==> src/rtl/pll_reset_sequencer.sv <==
// PLL supervisor and staged reset sequencer, clocked from the PLL reference.
// Pulses the PLL RESET pin, waits for LOCK (with timeout and retry), requires
// lock to hold for a stable window, then releases domain resets in index order.
// Any lock loss after release has begun forces a full re-acquisition.
//
// Ports:
//   clk          reference oscillator (not the PLL output)
//   reset        synchronous, active-high
//   pll_lock     PLL LOCK, asynchronous to clk
//   pll_reset    PLL RESET pin, active-high
//   stage_reset  active-high domain resets, bit 0 released first
//   ready        high while locked and all stages released
//   retry_count  saturating count of PLL reset re-issues
//   lock_lost    sticky flag, lock dropped after release began
module pll_reset_sequencer #(
  parameter int unsigned RST_CYCLES    = 16,
  parameter int unsigned LOCK_TIMEOUT  = 270000,
  parameter int unsigned STABLE_CYCLES = 2700,
  parameter int unsigned STAGE_GAP     = 16,
  parameter int unsigned STAGES        = 2
) (
  input  logic              clk,
  input  logic              reset,
  input  logic              pll_lock,
  output logic              pll_reset,
  output logic [STAGES-1:0] stage_reset,
  output logic              ready,
  output logic [3:0]        retry_count,
  output logic              lock_lost
);

  localparam int unsigned RELEASE_CYCLES = STAGES * STAGE_GAP;
  localparam int unsigned MAX_A  = (RST_CYCLES > LOCK_TIMEOUT) ? RST_CYCLES : LOCK_TIMEOUT;
  localparam int unsigned MAX_B  = (STABLE_CYCLES > RELEASE_CYCLES) ? STABLE_CYCLES : RELEASE_CYCLES;
  localparam int unsigned MAX_C  = (MAX_A > MAX_B) ? MAX_A : MAX_B;
  localparam int unsigned CW     = $clog2(MAX_C + 1);

  typedef enum logic [2:0] {
    S_PLLRST,
    S_WAIT,
    S_STABLE,
    S_RELEASE,
    S_RUN
  } state_t;

  state_t            state, state_n;
  logic [CW-1:0]     cnt, cnt_n;
  logic [1:0]        sync_q;
  logic              lock_s;
  logic              rst_hold;
  logic              retry_inc;
  logic [STAGES-1:0] stage_n;
  logic [3:0]        retry_n;
  logic              lost_n;

  assign lock_s = sync_q[1];

  // Two-flop synchronizer for the asynchronous LOCK input
  always_ff @(posedge clk) begin
    if (reset) sync_q <= 2'b00;
    else       sync_q <= {sync_q[0], pll_lock};
  end

  // State, counter and registered outputs
  always_ff @(posedge clk) begin
    if (reset) begin
      state       <= S_PLLRST;
      cnt         <= '0;
      rst_hold    <= 1'b1;
      pll_reset   <= 1'b1;
      stage_reset <= '1;
      ready       <= 1'b0;
      retry_count <= 4'd0;
      lock_lost   <= 1'b0;
    end else begin
      state       <= state_n;
      cnt         <= cnt_n;
      rst_hold    <= 1'b0;
      pll_reset   <= (state_n == S_PLLRST);
      stage_reset <= stage_n;
      ready       <= (state_n == S_RUN);
      retry_count <= retry_n;
      lock_lost   <= lost_n;
    end
  end

  // Next-state, counter and output logic
  always_comb begin
    state_n   = state;
    stage_n   = stage_reset;
    lost_n    = lock_lost;
    retry_inc = 1'b0;
    retry_n   = retry_count;
    cnt_n     = '0;

    case (state)
      S_PLLRST: begin
        if (cnt == CW'(RST_CYCLES - 1)) state_n = S_WAIT;
      end
      S_WAIT: begin
        if (lock_s) begin
          state_n = S_STABLE;
        end else if (cnt == CW'(LOCK_TIMEOUT - 1)) begin
          state_n   = S_PLLRST;
          retry_inc = 1'b1;
        end
      end
      S_STABLE: begin
        // A drop during the stable window is an acquisition glitch only
        if (!lock_s) begin
          state_n = S_WAIT;
        end else if (cnt == CW'(STABLE_CYCLES - 1)) begin
          state_n    = S_RELEASE;
          stage_n[0] = 1'b0;
        end
      end
      S_RELEASE: begin
        if (!lock_s) begin
          state_n   = S_PLLRST;
          lost_n    = 1'b1;
          retry_inc = 1'b1;
        end else begin
          for (int unsigned k = 1; k < STAGES; k++) begin
            if (cnt == CW'(k * STAGE_GAP - 1)) stage_n[k] = 1'b0;
          end
          if (cnt == CW'(RELEASE_CYCLES - 1)) state_n = S_RUN;
        end
      end
      S_RUN: begin
        if (!lock_s) begin
          state_n   = S_PLLRST;
          lost_n    = 1'b1;
          retry_inc = 1'b1;
        end
      end
      default: state_n = S_PLLRST;
    endcase

    if (state_n == S_PLLRST) stage_n = '1;

    if (retry_inc && (retry_count != 4'hF)) retry_n = retry_count + 4'd1;

    // The edge leaving reset does not count toward the first PLL reset pulse
    if ((state_n == state) && !rst_hold) cnt_n = cnt + CW'(1);
  end

endmodule

==> config.mk <==
export PLATFORM = sky130hd
export DESIGN_NAME = pll_reset_sequencer
export DESIGN_NICKNAME = d
export VERILOG_FILES = /design/src/rtl/pll_reset_sequencer.sv
export SDC_FILE = /design/constraint.sdc
export NUM_CORES = 1
export LEC_CHECK = 0
export CORE_AREA = 5 5 55 81
export DETAILED_ROUTE_END_ITERATION = 10
export DIE_AREA = 0 0 60 86
export PLACE_DENSITY = 0.65
export RECOVER_POWER = 25
export SETUP_SLACK_MARGIN = 0.2
export SYNTH_ARGS = -nofsm -noshare
export SYNTH_HDL_FRONTEND = slang
export SYNTH_SLANG_ARGS = --single-unit
==> constraint.sdc <==
create_clock -name clk -period 4.6 [get_ports clk]
set_input_delay 1.15 -clock clk [delete_from_list [all_inputs] [get_ports clk]]
set_output_delay 1.15 -clock clk [all_outputs]
set_load 0.01 [all_outputs]
==> results.yml <==
grt:
  grt_pass1_wl_mm: 6.51
  first_global_vias: 1429
  grt_max_degree: 20
  antenna_found_initial: 0
  grt-ovfl-total: 0
  track_usage_pct: 16.4
die:
  die_h_um: 86
  num_rows: 27
  ios: 12
  core_area_sq_um: 3650
  die_area_sq_um: 5160
  floorplan.initialDensity_pct: 47.9
  die_x_um: 60
pwr:
  power.internal_mw: 0.422
  seqPwrFrac_pct: 55.7
  clock_power_share_pct: 42.0
  swShare_pct: 21.1
  switchingPower_mw: 0.113
  ir_worst_vdd_mv: 0.222
  power.static_leakage_nw: 0.674
  total_power_mw: 0.535
  cellPowerDensity_nw_per_um2: 274
  p_comb_share_pct: 2.3
critical_path:
  worstPathCellList: "dlygate4sd3_1 -> nor2_1 -> o21ai_4 -> a2111oi_1"
  startpoint_type: "input port"
  crit_type: "in2reg"
  critical_path_required_ns: 4.77
  worstSetupEndpointType: "flip-flop"
  cp_max_fo: 19
  cp_slowest_cell: "dlygate4sd3_1"
  crit_path_max_incr_delay_ns: 0.73
  cp_num_buf_inv: 1
  crit_arrival_ns: 2.66
  cp_top_family: "buffers and inverters"
drt:
  routed_wirelength_mm: 3.70
  wl_met2_mm: 2.01
  routedWlPerCell_um: 14.9
  drc: 0
  met3_length_um: 122
  first_iter_violations: 65
  num_vias: 1421
  top_layer: "met4"
  ant_nets: 0
  wl_met1_mm: 1.50
  dr.pass1.iters: 5
  vias_per_cell: 5.73
final_layout:
  fillerInstances: 347
  area_growth_pct: 11.6
  nets: 209
  final_util_pct: 53.5
  multi_input_area_sq_um: 1000
  stdcell_area_sq_um: 1950
  seqCellArea_sq_um: 681
  drive_gt1_share_pct: 11.2
  n_antenna_cell: 0
logic_synthesis:
  synth_warnings: 0
  synth_edf_count: 0
  ys_types: 50
  seq_area_frac_synth_pct: 38.9
  syn_inst: 193
  synth_top_area_share_pct: 38.9
  yosys-top-cells-area: "dfxtp_1 (39%), nor2_1 (4.7%), xnor2_1 (4.5%), xor2_1 (3.5%), nor3_1 (3.1%)"
  syn_nets: 198
  ys_ff_latch: 34
  async_reset_ff_share_pct: 0
  netlist_area_sq_um: 1750
  yosysTopAreaCell: "dfxtp_1"
  synth_common_cells: "dfxtp_1 (34), nor2_1 (22), nand2_1 (14), nor3_1 (11)"
  synth_ff_type: "dfxtp_1"
  yosysMostFrequentCell: "dfxtp_1"
  avgSynthCellArea_sq_um: 9.06
sta:
  setup_viol: 0
  period_share_pct: 54.1
  fin_crit_ns: 2.49
  holdWs_ns: 0.449
  fin_setup_tns_ns: 0
  tightest_slew_ns: 0.656
  fmax_mhz: 402
  clock_skew_ns: 0.00752
  rsz0062_at_grt: "false"
  hold_viol: 0
  relSlewSlack_pct: 56.0
  slew_viol_final: 0
place:
  io_buffers: 11
  hpwl_mm: 2.78
  dpl_cell_area_sq_um: 1860
  place_congestion: 0.808
hold_path:
  hp-class: "reg2reg"
cts:
  cts_setup_buffers: 0
  cts_max_level: 2
  cts_num_sinks: 34
  hold_buffers: 0
  cts_buffer_depth: 2
  numCtsBuffers: 5
  clock_latency_ns: 0.28
  post_cts_resized: 0
  tritoncts: "built"
  cts_root_buf: "clkbuf_8"
  clkTransAtPathRegs_ns: 0.06
status:
  outcome: "finished clean"
job:
  max_cap_viol_count: 0
==> power by group through the flow <==
stage | Sequential (mW) | Combinational (mW) | Clock, mW
floorplan | 0.305 | 0.0104 | 0
global placement | 0.305 | 0.0121 | 0
detailed placement | 0.305 | 0.0126 | 0
CTS | 0.298 | 0.0126 | 0.233
global route | 0.298 | 0.0140 | 0.244
finish | 0.298 | 0.0123 | 0.225
==> layout by cell type, fill, tap and decap left out, drive strengths merged, types with 4 or more instances in the layout <==
| master | count |
|---|---|
| nand2 | 14 |
| clkbuf | 7 |
| o21ai | 7 |
| nand2b | 6 |
| or3 | 5 |
| dfxtp | 34 |
| xor2 | 7 |
| nor2 | 23 |
| nand4 | 7 |
| xnor2 | 9 |
| clkdlybuf4s50 | 10 |
| nor3 | 12 |
| a21oi | 7 |
| nor4 | 4 |
| nor2b | 7 |
| nand3 | 9 |
==> routing by layer <==
| metal | track usage, % | vias to the layer above |
|---|---|---|
| met3 | 4.82 | 6 |
| met4 | 6.05 | 0 |
| met2 | 29.2 | 20 |
| met5 | 0 | - |
| li1 | - | 717 |
| met1 | 17.7 | 678 |
==> area by class of cell <==
| cell class | instances | share of cell area (%) |
|---|---|---|
| inverters | 3 | 0.577 |
| multi-input cells | 149 | 51.4 |
| clock inverters | 1 | 0.257 |
| clock buffers | 7 | 4.43 |
| well taps | 43 | 2.76 |
| repair buffers | 11 | 5.64 |
| flip-flops and latches | 34 | 34.9 |
==> worst paths after layout <==
kind / from / end / slack (ns) / depth (start not counted)
worst max-delay path: reset / cnt[4] / 2.11 / 4
worst min-delay path: sync_q[0] / sync_q[1] / 0.45 / 1
worst max register to register: cnt[14] / cnt[1] / 2.51 / 5
worst min register to register: sync_q[0] / sync_q[1] / 0.45 / 1
==> registers in the layout, summed over array words and instances, names as in the netlist <==
name,flops
retry_count,4
pll_reset,1
stage_reset,2
state,3
rst_hold,1
cnt,19
sync_q,2
ready,1
lock_lost,1
==> cells by family after synthesis <==
| group | Yosys count | synth area share (%) |
|---|---|---|
| multiplexers | 4 | 2.43 |
| buffers and inverters | 10 | 3.65 |
| adder cells (fa/ha/maj) | 2 | 1.43 |
| XOR/XNOR | 16 | 8.02 |
| AND/OR/NAND/NOR | 101 | 33.2 |
| AO/OA/AOI/OAI | 26 | 12.3 |
| flip-flops | 34 | 38.9 |
==> stage by stage <==
step | worst slack (ns) | std cells
after CTS | 2.13 | 248
after detailed placement | 1.84 | 240
final | 2.11 | 248
after global routing | 1.96 | 248
after global placement | 1.89 | 240
after floorplan | 2.77 | 193
Note: power is estimated with default switching activity, not from simulation.
